## src/rtl/alu_issue_sched_pkg.sv

```systemverilog
// Shared types and helpers for the ALU issue scheduler.
package alu_issue_sched_pkg;

  localparam int unsigned ARCH_W    = 5;
  localparam int unsigned DP_DEF    = 4;
  localparam int unsigned RNBIT_DEF = 2;
  localparam int unsigned TW        = ARCH_W + RNBIT_DEF;

  // Per-slot update selector driven by the queue controller.
  typedef enum logic [1:0] {
    SLOT_HOLD  = 2'd0,
    SLOT_SHIFT = 2'd1,
    SLOT_LOAD  = 2'd2,
    SLOT_CLEAR = 2'd3
  } slot_op_e;

  // Architectural register field of a physical tag of width tw ({arch, rename}).
  function automatic logic [ARCH_W-1:0] arch_of(input logic [31:0] tag, input int unsigned tw);
    return tag[tw-1 -: ARCH_W];
  endfunction

endpackage

```

## src/rtl/alu_issue_sched_issue_slot.sv

```systemverilog
// One issue-queue slot: payload/tag storage, wakeup compare and shift-in mux.
module alu_issue_sched_issue_slot
  import alu_issue_sched_pkg::*;
#(
  parameter int unsigned DW    = 160,
  parameter int unsigned TAG_W = TW
) (
  input  logic             clk_i,
  input  logic             rst_i,
  input  slot_op_e         op_i,
  input  logic             wb_vld_i,
  input  logic [TAG_W-1:0] wb_tag_i,
  input  logic [DW-1:0]    ld_info_i,
  input  logic [TAG_W-1:0] ld_rs1_i,
  input  logic [TAG_W-1:0] ld_rs2_i,
  input  logic             ld_rdy1_i,
  input  logic             ld_rdy2_i,
  input  logic [DW-1:0]    sh_info_i,
  input  logic [TAG_W-1:0] sh_rs1_i,
  input  logic [TAG_W-1:0] sh_rs2_i,
  input  logic             sh_rdy1_i,
  input  logic             sh_rdy2_i,
  output logic             valid_o,
  output logic [DW-1:0]    info_o,
  output logic [TAG_W-1:0] rs1_o,
  output logic [TAG_W-1:0] rs2_o,
  output logic             rdy1_o,
  output logic             rdy2_o,
  output logic             rdy1_c_o,
  output logic             rdy2_c_o
);

  logic             valid_q;
  logic [DW-1:0]    info_q;
  logic [TAG_W-1:0] rs1_q;
  logic [TAG_W-1:0] rs2_q;
  logic             rdy1_q;
  logic             rdy2_q;

  // Ready bits including this cycle's wakeup; also what a shift carries downward.
  assign rdy1_c_o = rdy1_q | (wb_vld_i & (rs1_q == wb_tag_i));
  assign rdy2_c_o = rdy2_q | (wb_vld_i & (rs2_q == wb_tag_i));

  // Slot state update: hold with wakeup, shift from neighbour, load dispatch, or clear.
  always_ff @(posedge clk_i or posedge rst_i) begin
    if (rst_i) begin
      valid_q <= 1'b0;
      info_q  <= '0;
      rs1_q   <= '0;
      rs2_q   <= '0;
      rdy1_q  <= 1'b0;
      rdy2_q  <= 1'b0;
    end else begin
      case (op_i)
        SLOT_HOLD: begin
          rdy1_q <= rdy1_c_o;
          rdy2_q <= rdy2_c_o;
        end
        SLOT_SHIFT: begin
          valid_q <= 1'b1;
          info_q  <= sh_info_i;
          rs1_q   <= sh_rs1_i;
          rs2_q   <= sh_rs2_i;
          rdy1_q  <= sh_rdy1_i;
          rdy2_q  <= sh_rdy2_i;
        end
        SLOT_LOAD: begin
          valid_q <= 1'b1;
          info_q  <= ld_info_i;
          rs1_q   <= ld_rs1_i;
          rs2_q   <= ld_rs2_i;
          rdy1_q  <= ld_rdy1_i;
          rdy2_q  <= ld_rdy2_i;
        end
        SLOT_CLEAR: begin
          valid_q <= 1'b0;
        end
        default: ;
      endcase
    end
  end

  assign valid_o = valid_q;
  assign info_o  = info_q;
  assign rs1_o   = rs1_q;
  assign rs2_o   = rs2_q;
  assign rdy1_o  = rdy1_q;
  assign rdy2_o  = rdy2_q;

endmodule

```

## src/rtl/alu_issue_sched.sv

```systemverilog
// Age-ordered collapsing issue queue feeding the ALU execute unit.
module alu_issue_sched
  import alu_issue_sched_pkg::*;
#(
  parameter int unsigned DW    = 160,
  parameter int unsigned DP    = DP_DEF,
  parameter int unsigned RNBIT = RNBIT_DEF
) (
  input  logic                    CLK,
  input  logic                    RST,
  input  logic                    dispat_vaild,
  output logic                    dispat_ready,
  input  logic [DW-1:0]           dispat_info,
  input  logic [ARCH_W+RNBIT-1:0] dispat_rs1,
  input  logic [ARCH_W+RNBIT-1:0] dispat_rs2,
  input  logic                    dispat_rs1_rdy,
  input  logic                    dispat_rs2_rdy,
  input  logic                    wb_vaild,
  input  logic [ARCH_W+RNBIT-1:0] wb_rd0,
  input  logic                    flush,
  output logic                    alu_execute_vaild,
  input  logic                    alu_execute_ready,
  output logic [DW-1:0]           alu_execute_info
);

  localparam int unsigned TAG_W = ARCH_W + RNBIT;
  localparam int unsigned CNT_W = $clog2(DP + 1);
  localparam int unsigned IDX_W = $clog2(DP);

  logic [CNT_W-1:0] cnt_q, cnt_d;
  logic             dispat_ready_q;

  logic [DP-1:0]    slot_vld, slot_rdy1, slot_rdy2, slot_rdy1_c, slot_rdy2_c;
  logic [DW-1:0]    slot_info [DP];
  logic [TAG_W-1:0] slot_rs1  [DP];
  logic [TAG_W-1:0] slot_rs2  [DP];
  slot_op_e         slot_op   [DP];
  logic [DP:0]      vld_ext;

  logic [DP-1:0]    sel_oh;
  logic [IDX_W-1:0] sel_idx;
  logic             sel_any;
  logic             push, pop;
  logic             push_rdy1, push_rdy2;

  assign vld_ext = {1'b0, slot_vld};

  // Oldest-ready select: lowest valid slot with both operands ready.
  always_comb begin
    sel_oh  = '0;
    sel_idx = '0;
    sel_any = 1'b0;
    for (int i = DP - 1; i >= 0; i--) begin
      if (slot_vld[i] && slot_rdy1[i] && slot_rdy2[i]) begin
        sel_oh     = '0;
        sel_oh[i]  = 1'b1;
        sel_idx    = IDX_W'(i);
        sel_any    = 1'b1;
      end
    end
  end

  // Selected payload, forced to zero when nothing is issuable.
  always_comb begin
    alu_execute_info = '0;
    for (int i = 0; i < DP; i++) begin
      if (sel_oh[i]) alu_execute_info = alu_execute_info | slot_info[i];
    end
  end

  assign alu_execute_vaild = sel_any;
  assign dispat_ready      = dispat_ready_q;
  assign pop               = sel_any & alu_execute_ready;
  assign push              = dispat_vaild & dispat_ready_q;

  // Operand readiness captured at dispatch, including x0 sources and same-cycle wakeup.
  assign push_rdy1 = dispat_rs1_rdy | (arch_of(32'(dispat_rs1), TAG_W) == '0)
                   | (wb_vaild & (wb_rd0 == dispat_rs1));
  assign push_rdy2 = dispat_rs2_rdy | (arch_of(32'(dispat_rs2), TAG_W) == '0)
                   | (wb_vaild & (wb_rd0 == dispat_rs2));

  // Per-slot control: collapse above the popped slot, load the new op at the tail.
  always_comb begin
    for (int i = 0; i < DP; i++) begin
      slot_op[i] = SLOT_HOLD;
      if (flush) begin
        slot_op[i] = SLOT_CLEAR;
      end else if (pop && (i >= int'(sel_idx))) begin
        if (vld_ext[i+1])                            slot_op[i] = SLOT_SHIFT;
        else if (push && (i == int'(cnt_q) - 1))    slot_op[i] = SLOT_LOAD;
        else                                         slot_op[i] = SLOT_CLEAR;
      end else if (push && (i == int'(cnt_q))) begin
        slot_op[i] = SLOT_LOAD;
      end
    end
  end

  // Occupancy next state; flush wins over push and pop.
  always_comb begin
    cnt_d = cnt_q;
    if (flush) cnt_d = '0;
    else       cnt_d = cnt_q + CNT_W'(push) - CNT_W'(pop);
  end

  // Occupancy and registered dispatch-ready.
  always_ff @(posedge CLK or posedge RST) begin
    if (RST) begin
      cnt_q          <= '0;
      dispat_ready_q <= 1'b1;
    end else begin
      cnt_q          <= cnt_d;
      dispat_ready_q <= (cnt_d != CNT_W'(DP));
    end
  end

  for (genvar g = 0; g < DP; g++) begin : g_slot
    logic [DW-1:0]    sh_info;
    logic [TAG_W-1:0] sh_rs1, sh_rs2;
    logic             sh_rdy1, sh_rdy2;

    if (g == DP - 1) begin : g_top
      assign sh_info = '0;
      assign sh_rs1  = '0;
      assign sh_rs2  = '0;
      assign sh_rdy1 = 1'b0;
      assign sh_rdy2 = 1'b0;
    end else begin : g_mid
      assign sh_info = slot_info[g+1];
      assign sh_rs1  = slot_rs1[g+1];
      assign sh_rs2  = slot_rs2[g+1];
      assign sh_rdy1 = slot_rdy1_c[g+1];
      assign sh_rdy2 = slot_rdy2_c[g+1];
    end

    alu_issue_sched_issue_slot #(
      .DW    (DW),
      .TAG_W (TAG_W)
    ) u_slot (
      .clk_i     (CLK),
      .rst_i     (RST),
      .op_i      (slot_op[g]),
      .wb_vld_i  (wb_vaild),
      .wb_tag_i  (wb_rd0),
      .ld_info_i (dispat_info),
      .ld_rs1_i  (dispat_rs1),
      .ld_rs2_i  (dispat_rs2),
      .ld_rdy1_i (push_rdy1),
      .ld_rdy2_i (push_rdy2),
      .sh_info_i (sh_info),
      .sh_rs1_i  (sh_rs1),
      .sh_rs2_i  (sh_rs2),
      .sh_rdy1_i (sh_rdy1),
      .sh_rdy2_i (sh_rdy2),
      .valid_o   (slot_vld[g]),
      .info_o    (slot_info[g]),
      .rs1_o     (slot_rs1[g]),
      .rs2_o     (slot_rs2[g]),
      .rdy1_o    (slot_rdy1[g]),
      .rdy2_o    (slot_rdy2[g]),
      .rdy1_c_o  (slot_rdy1_c[g]),
      .rdy2_c_o  (slot_rdy2_c[g])
    );
  end

endmodule

```

## config.mk

```make
export PLATFORM = sky130hd
export DESIGN_NAME = alu_issue_sched
export DESIGN_NICKNAME = d
export VERILOG_FILES = /design/src/rtl/alu_issue_sched_pkg.sv /design/src/rtl/alu_issue_sched_issue_slot.sv /design/src/rtl/alu_issue_sched.sv
export SDC_FILE = /design/constraint.sdc
export NUM_CORES = 2
export LEC_CHECK = 0
export CAP_MARGIN = 20
export CORE_ASPECT_RATIO = 1.25
export CORE_MARGIN = 1.5
export CORE_UTILIZATION = 42
export CTS_CLUSTER_DIAMETER = 120
export DETAILED_ROUTE_END_ITERATION = 8
export PLACE_DENSITY = 0.71
export SLEW_MARGIN = 0
export SYNTH_ARGS = -nofsm -noshare
export SYNTH_HDL_FRONTEND = slang
export SYNTH_SLANG_ARGS = --single-unit
export TNS_END_PERCENT = 10
```

## constraint.sdc

```tcl
create_clock -name CLK -period 79.2 [get_ports CLK]
set_input_delay 15.84 -clock CLK [delete_from_list [all_inputs] [get_ports CLK]]
set_output_delay 15.84 -clock CLK [all_outputs]
set_load 0.1 [all_outputs]
```

==> results.txt <==
Status -> finished, final reports clean
Met2 GRT Util -> 0.410
Fmax -> 47.3 MHz
Met3 usage -> 0.0452
Synth Warn # -> 0
Pre-CTS setup slack -> 58.81 ns
Worst setup EP type -> output pin
Final Worst Setup Slack -> 58.06 ns
GR peak layer -> met2
Root buf cell -> clkbuf_16
Critical Path Fanout Max -> 58
Reg-to-Reg End -> g_slot[3].u_slot.info_o[56]
Post-Syn Instances -> 4006
MaxCap Viol Count -> 0
CTS tree -> built
Overflow after GRT -> 0
Placed Area -> 0.0406 mm2
Post-CTS setup repair buffer count -> 0
Register area share after synthesis -> 0.489
Fin crit share -> 0.267
#FFs+latches synth -> 712
Relative slew margins -> 0.123
Top post-synthesis cells by area -> dfrtp_1 (49%), mux2i_1 (14%), nor2_1 (7.3%), a21oi_1 (7.2%), a221oi_1 (3.8%)
Most frequent cells in the layout -> dfrtp_1 (711), nor2_1 (703), mux2i_1 (527)
Via count -> 30700
Core Area -> 0.0859 mm2
Die H -> 332 um
Post-layout instance area -> 0.0432 mm2
Avg Cell Area, Syn -> 9.10 um2
Sink Count -> 712
Post-synth ARST share -> 1.00
Tightest Pin Transition -> 1.32 ns
Layout cells sized above 1 -> 0.0438
Worst-skew pair later-pin latency -> 0.65 ns
Synth-to-Final Area Change -> 18.4%
Post-CTS resize count -> 0
Worst Skew -> 0.0282 ns
Final HPWL DP -> 61700 um
Fillers -> 7927
Final ANT Viol Nets -> 0
Initial DRC count -> 2562
Mapped Nets -> 4214
Pins Over Slew Limit -> 0
Starting density of the core -> 0.425
Post-synthesis cell type count -> 38
Final setup viols -> 0
Post-synth top area share -> 0.488
Die area -> 0.0886 mm2
Initial antenna violation count -> 21
Fin Setup TNS -> 0 ns
Drc violations -> 0
Critical Path RT -> 63.36 ns
Worst Hold Class -> flip-flop to flip-flop
I/O Pins -> 351
R2R cell count -> 10
First-pass GRT wire length -> 174000 um
RSZ-0062 raised after global routing -> no
Setup slack, reg-to-reg -> 73.83 ns
Startpoint types -> flip-flop
Hold buffers post-CTS -> 0
Post-synth EDFFs -> 0
Post-DR wirelength/cell -> 20.5 um
Routability cong. -> 0.806
CTS buffer count -> 78
All-Layer GR Usage -> 0.246
Reg clk slew, reported paths -> 0.06 ns
Fin util -> 0.503
Grt met1 use -> 0.314
Post-layout net count -> 4352
H-tree depth -> 3
Worst Hold Launch -> g_slot[0].u_slot.info_o[123]
R2R Path Start -> g_slot[0].u_slot.rdy2_o
Cell taking the most area after synthesis -> dfrtp_1
Die width -> 267 um
Most common cell after layout, fill and taps aside -> dfrtp_1
Top_reg_cell synth -> dfrtp_1
Area of the mapped netlist -> 0.0365 mm2
# port buffers -> 350
Hold endpoint -> g_slot[0].u_slot.info_o[123]
Clock Path Buffers -> 3
CP arrival -> 5.30 ns
Worst setup path category -> flip-flop to output pin
DR vias/cell -> 5.71
DRT Pass-1 Iters -> 6
Worst Hold Depth -> 2
Vias in the first global route -> 30800
Routed wire length -> 110000 um
Min cycle time layout -> 21.14 ns
Pin count of the biggest net entering global routing -> 214
Num rows -> 120
Hold Vio Cnt, Final -> 0
worst max-delay path by stage:
| stage | start | to | slack [ns] | cells after the start |
|---|---|---|---|---|
| after floorplan | RST | cnt_q[0] | 43.39 | 1 |
| after global placement | g_slot[2].u_slot.valid_o | alu_execute_info[80] | 58.88 | 7 |
| after detailed placement | g_slot[2].u_slot.valid_o | alu_execute_info[80] | 58.81 | 7 |
| after CTS | g_slot[2].u_slot.valid_o | alu_execute_info[80] | 58.11 | 7 |
| after global routing | g_slot[2].u_slot.valid_o | alu_execute_info[80] | 57.88 | 7 |
| final | g_slot[2].u_slot.valid_o | alu_execute_info[92] | 58.06 | 7 |
through the flow:
| stage | cells | hold slack, ns |
|---|---|---|
| 3_5_place_dp | 5223 | 0.516 |
| 6_report | 5374 | 0.527 |
| 4_1_cts | 5361 | 0.529 |
| 2_1_floorplan | 4006 | 0.489 |
| 5_1_grt | 5374 | 0.542 |
| 3_3_place_gp | 5223 | 0.504 |
state kept, by name, indices dropped and copies added (netlist names):
signal,count
cnt_q,3
g_slot.u_slot.rdy1_o,4
g_slot.u_slot.rdy2_o,4
g_slot.u_slot.rs2_o,28
g_slot.u_slot.rs1_o,28
g_slot.u_slot.info_o,640
dispat_ready,1
g_slot.u_slot.valid_o,4
synth_stat cells (all sizes together) (15+ instances only):
cell type / number
dfrtp: 711
nor2: 705
mux2i: 527
a21oi: 526
o21ai: 343
clkbuf: 215
inv: 188
nand3: 180
nand2: 173
a221oi: 160
buf: 117
xnor2: 46
xor2: 26
ha: 18
nand4: 15
metal layers:
metal	vias to the layer above	wire, um	part of all wire
li1	14200	-	-
met1	15200	45900	0.42
met2	1116	53300	0.48
met3	211	7540	0.068
met4	16	3200	0.029
met5	-	103	0.00094
worst max-delay path: stages, from the launching register on:
cell and delay, ns:
dfrtp_1 0.38, nand3_1 0.18, nor2_4 0.75, buf_4 0.60
buf_4 0.79, a221oi_1 0.17, o21ai_1 0.50, clkdlybuf4s50_1 1.24
cells by family after synthesis:
group | after synthesis | share of synthesized area
simple gates | 1101 | 0.123
compound gates | 1055 | 0.163
flops | 712 | 0.489
mux | 527 | 0.145
buf+inv | 520 | 0.0569
xor+xnor | 72 | 0.0173
fa+ha+maj | 19 | 0.00672
cell type report:
cell class	count	area, um2	share of cell area
Timing Repair Buffer	390	3870	0.0895
Sequential cell	712	17800	0.412
Inverter	188	713	0.0165
Clock inverter	30	380	0.00880
Antenna cell	13	32.5	0.000753
Tap cell	1159	1450	0.0336
Clock buffer	108	2230	0.0515
Multi-Input combinational cell	2774	16700	0.387
Power is left out: the tool's default activity adds up to more than one toggle a clock period on the data nets, which glitch-free logic cannot reach.
